--- src/rtl/trap_pkg.sv ---
// rtl/trap_pkg.sv - shared constants and types for the machine-mode trap sequencer
package trap_pkg;

   localparam logic [11:0] CSR_MSTATUS = 12'h300;
   localparam logic [11:0] CSR_MTVEC   = 12'h305;
   localparam logic [11:0] CSR_MEPC    = 12'h341;
   localparam logic [11:0] CSR_MCAUSE  = 12'h342;

   localparam logic [31:0] INST_ECALL  = 32'h0000_0073;
   localparam logic [31:0] INST_EBREAK = 32'h0010_0073;
   localparam logic [31:0] INST_MRET   = 32'h3020_0073;

   localparam logic [31:0] CAUSE_ECALL  = 32'd11;
   localparam logic [31:0] CAUSE_EBREAK = 32'd3;
   localparam logic [31:0] CAUSE_TIMER  = 32'h8000_0007;
   localparam logic [31:0] CAUSE_EXT    = 32'h8000_000B;

   localparam int MSTATUS_MIE  = 3;
   localparam int MSTATUS_MPIE = 7;

   typedef enum logic [2:0] {
      S_IDLE,
      S_MEPC,
      S_MSTATUS,
      S_MCAUSE,
      S_MRET,
      S_ASSERT
   } trap_state_e;

   typedef enum logic [1:0] {
      EV_NONE,
      EV_SYNC,
      EV_MRET,
      EV_ASYNC
   } trap_event_e;

endpackage

--- src/rtl/trap_cause_enc.sv ---
// rtl/trap_cause_enc.sv - classifies the pending event and forms its cause and return PC
module trap_cause_enc
   import trap_pkg::*;
#(
   parameter int XLEN  = 32,
   parameter int INT_W = 8
) (
   input  logic [XLEN-1:0]  inst_i,
   input  logic [XLEN-1:0]  inst_addr_i,
   input  logic             jump_flag_i,
   input  logic [XLEN-1:0]  jump_addr_i,
   input  logic [INT_W-1:0] int_flag_i,
   input  logic             mie_i,
   output trap_event_e      event_o,
   output logic [XLEN-1:0]  cause_o,
   output logic [XLEN-1:0]  epc_o
);

   always_comb begin
      event_o = EV_NONE;
      cause_o = '0;
      epc_o   = inst_addr_i;
      // Fixed priority: synchronous exception, then mret, then interrupt.
      if (inst_i == INST_ECALL) begin
         event_o = EV_SYNC;
         cause_o = CAUSE_ECALL;
      end else if (inst_i == INST_EBREAK) begin
         event_o = EV_SYNC;
         cause_o = CAUSE_EBREAK;
      end else if (inst_i == INST_MRET) begin
         event_o = EV_MRET;
      end else if ((|int_flag_i) && mie_i) begin
         event_o = EV_ASYNC;
         cause_o = int_flag_i[0] ? CAUSE_TIMER : CAUSE_EXT;
         // A redirect in flight means inst_i will never retire; resume at the target.
         epc_o   = jump_flag_i ? jump_addr_i : inst_addr_i;
      end
   end

endmodule

--- src/rtl/trap_unit.sv ---
// rtl/trap_unit.sv - trap entry / mret sequencer: holds the pipeline, writes CSRs, redirects ex
module trap_unit
   import trap_pkg::*;
#(
   parameter int XLEN   = 32,
   parameter int CSR_AW = 12,
   parameter int INT_W  = 8
) (
   input  logic              clk_i,
   input  logic              rst_i,
   input  logic [XLEN-1:0]   inst_i,
   input  logic [XLEN-1:0]   inst_addr_i,
   input  logic              jump_flag_i,
   input  logic [XLEN-1:0]   jump_addr_i,
   input  logic [INT_W-1:0]  int_flag_i,
   input  logic [XLEN-1:0]   csr_mtvec_i,
   input  logic [XLEN-1:0]   csr_mepc_i,
   input  logic [XLEN-1:0]   csr_mstatus_i,
   output logic              hold_flag_o,
   output logic              csr_we_o,
   output logic [CSR_AW-1:0] csr_waddr_o,
   output logic [XLEN-1:0]   csr_wdata_o,
   output logic              int_assert_o,
   output logic [XLEN-1:0]   int_addr_o
);

   trap_state_e       state_q, state_d;
   trap_event_e       enc_event;
   logic [XLEN-1:0]   enc_cause, enc_epc;
   logic [XLEN-1:0]   cause_q, epc_q;
   logic              accept;

   logic              we_d, assert_d;
   logic [CSR_AW-1:0] waddr_d;
   logic [XLEN-1:0]   wdata_d, addr_d;
   logic [XLEN-1:0]   mstatus_trap, mstatus_mret;

   trap_cause_enc #(
      .XLEN  (XLEN),
      .INT_W (INT_W)
   ) u_cause_enc (
      .inst_i      (inst_i),
      .inst_addr_i (inst_addr_i),
      .jump_flag_i (jump_flag_i),
      .jump_addr_i (jump_addr_i),
      .int_flag_i  (int_flag_i),
      .mie_i       (csr_mstatus_i[MSTATUS_MIE]),
      .event_o     (enc_event),
      .cause_o     (enc_cause),
      .epc_o       (enc_epc)
   );

   // Gated by reset so hold drops immediately when reset is asserted.
   assign accept      = (state_q == S_IDLE) && (enc_event != EV_NONE) && !rst_i;
   assign hold_flag_o = accept || (state_q != S_IDLE) || int_assert_o;

   always_comb begin
      mstatus_trap               = csr_mstatus_i;
      mstatus_trap[MSTATUS_MPIE] = csr_mstatus_i[MSTATUS_MIE];
      mstatus_trap[MSTATUS_MIE]  = 1'b0;
      mstatus_mret               = csr_mstatus_i;
      mstatus_mret[MSTATUS_MIE]  = csr_mstatus_i[MSTATUS_MPIE];
      mstatus_mret[MSTATUS_MPIE] = 1'b1;
   end

   always_comb begin
      state_d = state_q;
      case (state_q)
         S_IDLE: begin
            if (accept) begin
               state_d = (enc_event == EV_MRET) ? S_MRET : S_MEPC;
            end
         end
         S_MEPC:    state_d = S_MSTATUS;
         S_MSTATUS: state_d = S_MCAUSE;
         S_MCAUSE:  state_d = S_ASSERT;
         S_MRET:    state_d = S_ASSERT;
         S_ASSERT:  state_d = S_IDLE;
         default:   state_d = S_IDLE;
      endcase
   end

   // Outputs are registered from the next state so each one lines up with its state cycle.
   always_comb begin
      we_d     = 1'b0;
      waddr_d  = '0;
      wdata_d  = '0;
      assert_d = 1'b0;
      addr_d   = '0;
      case (state_d)
         S_MEPC: begin
            we_d    = 1'b1;
            waddr_d = CSR_MEPC;
            wdata_d = (state_q == S_IDLE) ? enc_epc : epc_q;
         end
         S_MSTATUS: begin
            we_d    = 1'b1;
            waddr_d = CSR_MSTATUS;
            wdata_d = mstatus_trap;
         end
         S_MCAUSE: begin
            we_d    = 1'b1;
            waddr_d = CSR_MCAUSE;
            wdata_d = cause_q;
         end
         S_MRET: begin
            we_d    = 1'b1;
            waddr_d = CSR_MSTATUS;
            wdata_d = mstatus_mret;
         end
         S_ASSERT: begin
            assert_d = 1'b1;
            addr_d   = (state_q == S_MRET) ? csr_mepc_i : csr_mtvec_i;
         end
         default: ;
      endcase
   end

   always_ff @(posedge clk_i or posedge rst_i) begin
      if (rst_i) begin
         state_q      <= S_IDLE;
         cause_q      <= '0;
         epc_q        <= '0;
         csr_we_o     <= 1'b0;
         csr_waddr_o  <= '0;
         csr_wdata_o  <= '0;
         int_assert_o <= 1'b0;
         int_addr_o   <= '0;
      end else begin
         state_q      <= state_d;
         csr_we_o     <= we_d;
         csr_waddr_o  <= waddr_d;
         csr_wdata_o  <= wdata_d;
         int_assert_o <= assert_d;
         int_addr_o   <= addr_d;
         if (accept) begin
            cause_q <= enc_cause;
            epc_q   <= enc_epc;
         end
      end
   end

endmodule

--- config.mk ---
export PLATFORM = sky130hd
export DESIGN_NAME = trap_unit
export DESIGN_NICKNAME = d
export VERILOG_FILES = /design/src/rtl/trap_pkg.sv /design/src/rtl/trap_cause_enc.sv /design/src/rtl/trap_unit.sv
export SDC_FILE = /design/constraint.sdc
export NUM_CORES = 1
export LEC_CHECK = 0
export CORE_AREA = 2 2 110 112
export DETAILED_ROUTE_END_ITERATION = 10
export DIE_AREA = 0 0 112 114
export PLACE_DENSITY = 0.75
export SLEW_MARGIN = 40
export SYNTH_ARGS = -nofsm -noshare
export SYNTH_HDL_FRONTEND = slang
export SYNTH_SLANG_ARGS = --single-unit
--- constraint.sdc ---
create_clock -name clk_i -period 7.26 [get_ports clk_i]
set_clock_uncertainty 0.05 [all_clocks]
set_input_delay 1.452 -clock clk_i [delete_from_list [all_inputs] [get_ports clk_i]]
set_output_delay 1.452 -clock clk_i [all_outputs]
set_load 0.02 [all_outputs]
Word-level counts from Yosys, hierarchy flattened
Cells that the tools add are included.
Widths: inputs -> output; s select.
Operators by class
  equal/unequal tests: 13
  mux-type cells: 24
  reduce and logical (&&, ||, !) cells: 13
Operator list (count)
  $mux 32: 12
  $pmux 32 s4: 1
  $eq 32x21->1 const B: 1
  $eq 32x30->1 const B: 1
  $eq 32x7->1 const B: 1
  $pmux 10 s3: 1
  $eq 3x2->1 const B: 4
  $pmux 3 s4: 1
  $eq 3x3->1 const B: 3
  $mux 2: 4
  $reduce_or 8->1: 1
  $eq 3x1->1 const B: 2
  $mux 3: 2
  $mux 4: 1
  $reduce_or 2->1: 2
  $reduce_or 4->1: 1
  $logic_and 1x1->1: 3
  $logic_not 3->1: 1
  $reduce_bool 3->1: 1
  $eq 2x2->1 const B: 1
  $logic_or 1x1->1: 2
  $mux 1: 2
  $reduce_bool 2->1: 1
  $logic_not 1->1: 1
Storage, ports and cells
  register bits: 145
  input bits: 203
  output and inout port bits: 79

Longest topological paths before layout
Gate-level depths: netlist of the first run.
  depth after elaboration: 14
  depth in mapped cells: 7
  gate-level depth less buffers: 6

Modules after synthesis
A second synthesis of the first run with hierarchy kept.
Unflattened totals
  cell total of the unflattened synthesis: 422
  area total of the unflattened synthesis: 5481.5 µm²
By module, submodules not included
  trap_unit: instances 1, cells each 329, area each 4490.6 µm², seq. area each 2627.5 µm²
  trap_cause_enc: instances 1, cells each 93, area each 991.0 µm², seq. area each 0.0 µm²

Worst setup path before layout of the first run
Ideal clock, no wire load.
  path type: in2reg
  from: input rst_i
  to: register csr_wdata_o[11]
  setup time: 0.078 ns
  arrival time: 4.260 ns
  data required time: 7.132 ns
  path slack: 2.872 ns
  cell stages on the path: 6
  path buffers: 2
  cell sequence: inv_1 -> and4_1 -> o21a_1 -> buf_2 -> buf_1 -> o2bb2ai_1
Between the ends
  word-level cells in the longest chain between the ends: 6
RTL lines
  from (decl): RTL line trap_unit.sv:10  | input logic rst_i,
  $logic_not 1->1 (no line) (*)
  $logic_and 1x1->1 (*): RTL line trap_unit.sv:54  | assign accept = (state_q == S_IDLE) && (enc_event != EV_NONE) && !rst_i;
  $mux 3 (*): RTL line trap_unit.sv:70  | if (accept) begin
  $pmux 3 s4 (*): RTL line trap_unit.sv:68  | case (state_q)
  $eq 3x3->1, or another cell as far along: RTL line trap_unit.sv:90  | case (state_d)
  $pmux 32 s4 (*): RTL line trap_unit.sv:90
  net wdata_d[11]: RTL line trap_unit.sv:35  | logic [XLEN-1:0] wdata_d, addr_d;
  to (signal assigned): RTL line trap_unit.sv:133  | csr_wdata_o <= wdata_d;
  to (decl): RTL line trap_unit.sv:22  | output logic [XLEN-1:0] csr_wdata_o,
The timed path passes the listed nets; every way through them passes the cells marked *.
A chain may end at the register's enable or synchronous reset.

Worst setup path after layout of the first run
  from: input inst_i[27]
  to: output hold_flag_o
Between the ends
  word-level cells in the longest chain between the ends: 9
RTL lines
  from (decl): RTL line trap_unit.sv:11  | input logic [XLEN-1:0] inst_i,
  $eq 32x30->1: RTL line trap_cause_enc.sv:30  | end else if (inst_i == INST_MRET) begin
  $mux 2: RTL line trap_cause_enc.sv:30
  $mux 2: RTL line trap_cause_enc.sv:27  | end else if (inst_i == INST_EBREAK) begin
  $mux 2 (*): RTL line trap_cause_enc.sv:24  | if (inst_i == INST_ECALL) begin
  $reduce_bool 2->1 (*): RTL line trap_unit.sv:54
  $logic_and 1x1->1 (*) (2 in series): RTL line trap_unit.sv:54
  $logic_or 1x1->1 (*) (2 in series): RTL line trap_unit.sv:55  | assign hold_flag_o = accept || (state_q != S_IDLE) || int_assert_o;
  to (decl): RTL line trap_unit.sv:19  | output logic hold_flag_o,
Every way passes the cells marked *; elsewhere a longest branch is shown, timed or not.

==> summary.txt, run 1 <==
Critical path
  – CP required: ~5.8 ns
  – Crit-path max FO: 6
  – Cell family with most CP delay: simple AND/OR/NAND/NOR gates
  – Crit path arrival time: approximately 3.9 ns
  – Largest stage delay on the critical path: between 0.6 and 0.7 ns
  – Most frequent cell on the critical path: clkdlybuf4s50_1
  – CP cell instances: clkdlybuf4s50_1 > nor4_1 > nand3_1 > nor3_1 > o21ai_1 > nand2_1 > clkdlybuf4s50_1
  – Slowest-stage cell, CP: clkdlybuf4s50_1
  – Worst path buffer plus inverter count: 2
  – Setup Crit Path Kind: in2out
  – Startpoint types: primary input
  – CP endpoint kind: output port

Place
  – Inst Count DP: approximately 700
  – Port Buffers: 274
  – Placement Cell Area: around 6300 sq um
  – Post-DP HPWL: 9.07 mm
  – Final RePlAce weighted congestion: 0.779

Floorplan
  – Die Span Y: 114 microns
  – Die Wd: 112 microns
  – Die ar.: 12800 sq um
  – Num rows: 40
  – Initial core utilization: 29.9%
  – Core area: 11700 sq um
  – I/O pin cnt: 282

Run
  – Max-cap violation count: 0

Timing
  – Unrepaired setup endpoints after global routing: false
  – Slew margin rel.: 52.3%
  – Final Critical Period: 5.43 ns
  – Max-slew violation count: 0
  – Least-Margin Pin Slew: between 0.7 and 0.8 ns
  – TNS Setup: 0 ns
  – # setup viols final: 0
  – FMAX: 184 MHz
  – Period utilisation layout: about 75%
  – Hold WS: 0.450 ns
  – Fin. Hold Viols: 0

Synth
  – EDFF count, synth: 0
  – Largest area contributor in the netlist: dfrtp_1
  – Cell with the most instances after synthesis: dfrtp_1
  – Synth cell types: 45
  – Yosys warns: 0
  – Top post-synthesis cells by count: dfrtp_1 (77), a22o_1 (43), mux2i_1 (18)
  – #FFs+latches synth: 77
  – Asr flop ratio synth: 100%
  – Ys flop type: dfrtp_1
  – Seq/Total Area, Yosys: 55.0%
  – Cell area after synthesis: 3510 sq um
  – Post-synthesis cell count: 281
  – Syn Area/Cell: ~12 sq um
  – Synth top area share: around 55%
  – Synth area leaders: dfrtp_1 (55%), a22o_1 (11%), mux2i_1 (5.1%)

Pwr
  – Power Internal: approximately 0.0013 W
  – Part of the power in the clock network: about a quarter
  – Switching power: 0.000665 W
  – Maximum VDD drop: 0.171 mV
  – Switch share: 33.3%
  – Sequential share of power: 31.7%
  – Leakage: 2.87 nW
  – PD cells: 301 nW/um^2
  – Combinational share of power: ~44%

Clocking
  – Post-CTS Hold Buffers: 0
  – CTS tree: yes
  – Clk_lat worst skew: 0.32 ns
  – Clock Path Buffers: 2
  – CTS clk-pin slew, worst paths: around 0.060 ns
  – Post_cts resized: 0
  – # clock sinks: 77
  – Clock Tree Root: clkbuf_16
  – CTS H-tree depth: 3
  – CTS buffer count: 9
  – Post-CTS Setup Inserts: 0

Detailed routing
  – Wire per inst: 16.4 microns
  – Iteration-0 DRC count of the detailed router: between 100 and 150
  – DR vias: 3338
  – Final WL: 11.5 mm
  – DR pass1 iterations: 4
  – Final ANT Viol Nets: 0
  – DRC Markers: 0
  – Vias per Instance: 4.78

Layout
  – Fin cells: 698
  – Layout cell share with drive strength beyond 1: under 10%
  – Area grow syn2layout: 89.5%
  – Core Util, Final: around 57%
  – Post-layout nets: 749
  – Filler cells: 1025
  – Design area: 6650 sq um
  – Ant diodes: 0

Global routing
  – Initial antenna violation count: 0
  – Met1 usage: 18.7%
  – Total track usage: 17.8%
  – GRT Max-Usage Layer: met2
  – Pin count of the biggest net entering global routing: 78
  – M3 GR Usage: 6.91%
  – Grt ovf: 0
  – First-pass GRT wire length: 17.7 mm
  – Vias in the first global route: 3549
  – Met2 usage in global routing: 31.9%

Outcome
  – Status: finished clean

Min path
  – Worst hold path type: reg2reg
## power groups by stage
stage | Combinational (W) | Clock [W] | Sequential [W]
2_1_floorplan | 0.000267 | 0 | 0.000806
3_3_place_gp | 0.000879 | 0 | 0.000638
3_5_place_dp | 0.000893 | 0 | 0.000644
4_1_cts | 0.000897 | 0.000495 | 0.000636
5_1_grt | 0.000940 | 0.000513 | 0.000653
6_report | 0.000885 | 0.000480 | 0.000634
## placed cells by master, fill, tap and decap left out, drive strengths merged, types with 2 or more instances in the layout
cell type,instances
and4,2
and3,2
nor2,5
dfrtp,77
clkinv,3
mux2i,18
o2bb2ai,15
bufinv,2
clkinvlp,2
and4b,2
mux2,13
nand3,3
buf,4
nor3,3
a22o,43
a21oi,8
o31ai,3
conb,7
nor4,9
o221ai,3
or2,2
a211o,2
o21ai,4
nand2b,4
a221o,2
clkbuf,9
inv,11
nand2,6
clkdlybuf4s50,274
## final cells by class
| cell class | instances | area (sq um) | share of cell area, % |
|---|---|---|---|
| Tap cell | 147 | 184 | 2.77 |
| Multi-Input combinational cell | 169 | 1390 | 20.8 |
| Sequential cell | 77 | 1930 | 29.0 |
| Clock inverter | 7 | 97.6 | 1.47 |
| Inverter | 11 | 42.5 | 0.640 |
| Clock buffer | 9 | 225 | 3.39 |
| Timing Repair Buffer | 278 | 2780 | 41.9 |
## worst register-to-register path: stages, from the launching register on
cell,delay [ns]
dfrtp_1,0.50
nor4_1,0.67
nand3b_1,0.45
inv_1,0.55
a22o_1,0.25
## cells by family (layout without fill, tap and decap cells)
group,count (synthesis),after routing,synth area share (%)
buffers and inverters,41,305,6.39
DFF,77,77,55.0
other,1,7,0.107
AOI/OAI and AO/OA,86,86,20.5
muxes,31,31,9.31
and+or+nand+nor,45,45,8.78
## routing by layer
metal	up-vias	routed length, microns
li1	1576	-
met5	-	0
met1	1578	4210
met2	166	5940
met3	18	1070
met4	0	236
## path summary, 6_finish.rpt
check	start	end	slack [ns]	depth (start not counted)
setup / recovery	inst_i[27]	hold_flag_o	1.83	7
min in group asynchronous	rst_i	int_assert_o$_DFF_PP0_	1.65	3
hold reg to reg	cause_q[3]$_DFFE_PP0P_	csr_wdata_o[3]$_DFF_PP0_	0.45	2
max in group asynchronous	rst_i	csr_wdata_o[19]$_DFF_PP0_	4.99	3
setup reg to reg	state_q[0]$_DFF_PP0_	csr_wdata_o[20]$_DFF_PP0_	4.72	4
hold / removal	cause_q[3]$_DFFE_PP0P_	csr_wdata_o[3]$_DFF_PP0_	0.45	2
## state kept, by name, summed over array words and instances, names as in the netlist
register,cells
csr_we_o,1
csr_wdata_o,32
csr_waddr_o,4
int_assert_o,1
state_q,3
int_addr_o,32
cause_q,4
## stage by stage
step	worst slack (ns)	power (W)
final	1.83	0.00200
after global routing	1.61	0.00211
after CTS	1.83	0.00203
after detailed placement	1.84	0.00154
after global placement	1.94	0.00152
after floorplan	2.87	0.00107
Power figures use the tool's default switching activity.
==> inputs of run 2 (changes only) <==
--- a/config.mk
+++ b/config.mk
@@ -5,9 +5,8 @@
 export SDC_FILE = /design/constraint.sdc
 export NUM_CORES = 1
 export LEC_CHECK = 0
-export CORE_AREA = 2 2 110 112
+export CORE_UTILIZATION = 29
 export DETAILED_ROUTE_END_ITERATION = 10
-export DIE_AREA = 0 0 112 114
 export PLACE_DENSITY = 0.75
 export SLEW_MARGIN = 40
 export SYNTH_ARGS = -nofsm -noshare
==> constraint.sdc (replaced) <==
create_clock -name clk_i -period 4.8 [get_ports clk_i]
set_clock_uncertainty 0.05 [all_clocks]
set_input_delay 0.96 -clock clk_i [delete_from_list [all_inputs] [get_ports clk_i]]
set_output_delay 0.96 -clock clk_i [all_outputs]
set_load 0.02 [all_outputs]
==> summary.txt, run 2 (synthesis gave the netlist of run 1 again) <==
Pwr
  – Maximum VDD drop: 0.191 mV
  – PnR Total Power: 0.00308 W
  – Leakage: 2.89 nW
  – PD cells: about 460 nW/um^2
  – Switch share: 32.7%
  – Combinational share of power: between 40 and 50%
  – Power Internal: 0.00207 W
  – Sequential share of power: roughly 31%
  – Part of the power in the clock network: 25.0%
  – Switching power: slightly above 0.001 W

Critical path
  – R2r setup slk: 2.49 ns
  – Cell family with most CP delay: simple AND/OR/NAND/NOR gates
  – Setup Crit Path Kind: in2out
  – Most frequent cell on the critical path: clkdlybuf4s50_1
  – Crit path arrival time: between 3 and 4 ns
  – Worst path buffer plus inverter count: 2
  – Largest stage delay on the critical path: 0.65 ns
  – RR Startpoint: state_q[0]$_DFF_PP0_
  – Critical path depth: 7
  – CP endpoint kind: output port
  – CP required: 3.79 ns
  – Reg2reg path depth: 5
  – R2r endpoint: csr_wdata_o[20]$_DFF_PP0_
  – Startpoint types: primary input
  – Slowest-stage cell, CP: clkdlybuf4s50_1
  – Crit-path max FO: 6
  – CP cell instances: clkdlybuf4s50_1 > nor4_1 > nand3_1 > nor3_1 > o21ai_1 > nand2_1 > clkdlybuf4s50_1

Timing
  – Final Critical Period: 4.39 ns
  – Fin. Hold Viols: 0
  – Unrepaired setup endpoints after global routing: false
  – Slew margin rel.: between 50% and 60%
  – Period utilisation layout: 91.4%
  – Least-Margin Pin Slew: just under 0.7 ns
  – TNS Setup: 0 ns
  – Max-slew violation count: 0
  – Final worst setup slack: 0.414 ns
  – FMAX: 228 MHz
  – # setup viols final: 0

Layout
  – Area grow syn2layout: 90.3%
  – Design area: 6670 sq um
  – Core Util, Final: between 50% and 60%
  – Ant diodes: 0
  – Commonest non-fill, non-tap cell in the layout: clkdlybuf4s50_1
  – Layout cell share with drive strength beyond 1: under 10%
  – Most frequent cells in the layout: clkdlybuf4s50_1 (274), dfrtp_1 (77), a22o_1 (43), mux2i_1 (18), o2bb2ai_1 (15)
  – Largest registers: csr_wdata_o x32, int_addr_o x32
  – Filler cells: 1016
  – Post-layout nets: 752

Detailed routing
  – DRC Markers: 18
  – Iteration-0 DRC count of the detailed router: 141
  – Final WL: 11.6 mm
  – Wire per inst: around 17 microns
  – DR pass1 iterations: 7
  – DR vias: 3347
  – Vias per Instance: 4.81
  – Final ANT Viol Nets: 0

Clocking
  – CTS tree: yes
  – CTS clk-pin slew, worst paths: 0.06 ns
  – # clock sinks: 77
  – Post-CTS Hold Buffers: 0
  – Post_cts resized: 0
  – Clock Path Buffers: 2
  – Clk_lat worst skew: 0.33 ns
  – Post-CTS Setup Inserts: 0
  – Clock Tree Root: clkbuf_16
  – CTS H-tree depth: 3
  – CTS buffer count: 9

Global routing
  – Grt ovf: 0
  – Total track usage: roughly a fifth
  – Pin count of the biggest net entering global routing: 78
  – First-pass GRT wire length: about 18 mm
  – Vias in the first global route: 3662
  – Initial antenna violation count: 0

Min path
  – Worst Hold End: csr_wdata_o[3]$_DFF_PP0_
  – Worst hold path type: reg2reg
  – Hold Path Origin: cause_q[3]$_DFFE_PP0P_
  – Hold Path Depth: 2

Floorplan
  – Die Span Y: 112 microns
  – Initial core utilization: 30.2%
  – Die ar.: 12500 sq um
  – Num rows: 39
  – Core area: around 12000 sq um
  – Die Wd: 112 microns
  – I/O pin cnt: between 200 and 300

Place
  – Place WS: 0.433 ns
  – Post-DP HPWL: roughly 9.2 mm
  – Final RePlAce weighted congestion: 0.825
  – Port Buffers: around 270
  – Placement Cell Area: 6320 sq um

Outcome
  – Violated checks: DRC
  – Status: finished with violations

Run
  – Max-cap violation count: 0
==> run 2: worst min-delay path, stage by stage (launching register included) <==
cell and delay (ns):
dfrtp_1 0.35, nand2_1 0.05, o31ai_1 0.06
==> run 2: per-stage QoR <==
step / std cells / hold WS [ns]
2_1_floorplan: 287 / 0.399
6_report: 696 / 0.439
5_1_grt: 696 / 0.472
3_3_place_gp: 680 / 0.420
3_5_place_dp: 680 / 0.425
4_1_cts: 695 / 0.441
==> run 2: how the worst max path moves through the flow <==
stage               start                        end
3_5_place_dp   inst_i[24]                hold_flag_o
4_1_cts        inst_i[24]                hold_flag_o
6_report       inst_i[24]                hold_flag_o
3_3_place_gp   inst_i[24]                hold_flag_o
2_1_floorplan       rst_i  csr_wdata_o[11]$_DFF_PP0_
5_1_grt        inst_i[24]                hold_flag_o
==> run 2: layout make-up <==
cell class / instances / area, sq um / area share (%)
flip-flops and latches: 77 / 1930 / 28.9
inverters: 11 / 42.5 / 0.638
well taps: 143 / 179 / 2.68
clock inverters: 6 / 111 / 1.67
clock buffers: 9 / 225 / 3.38
multi-input cells: 169 / 1380 / 20.7
repair buffers: 281 / 2800 / 42.0
==> run 2: power by group through the flow <==
stage               Sequential [W]  Combinational [W]  Clock, W
floorplan                  0.00122           0.000403         0
global placement          0.000967            0.00134         0
detailed placement        0.000975            0.00135         0
CTS                       0.000964            0.00136  0.000786
global route              0.000988            0.00143  0.000823
finish                    0.000961            0.00135  0.000768
==> run 2: metal layers <==
layer  up-vias  GRT usage [%]  wire (microns)
li1       1587              -               -
met4         0           7.38             184
met3        15           7.08            1250
met2       163           35.2            6120
met5         -              0               0
met1      1582           19.8            4030
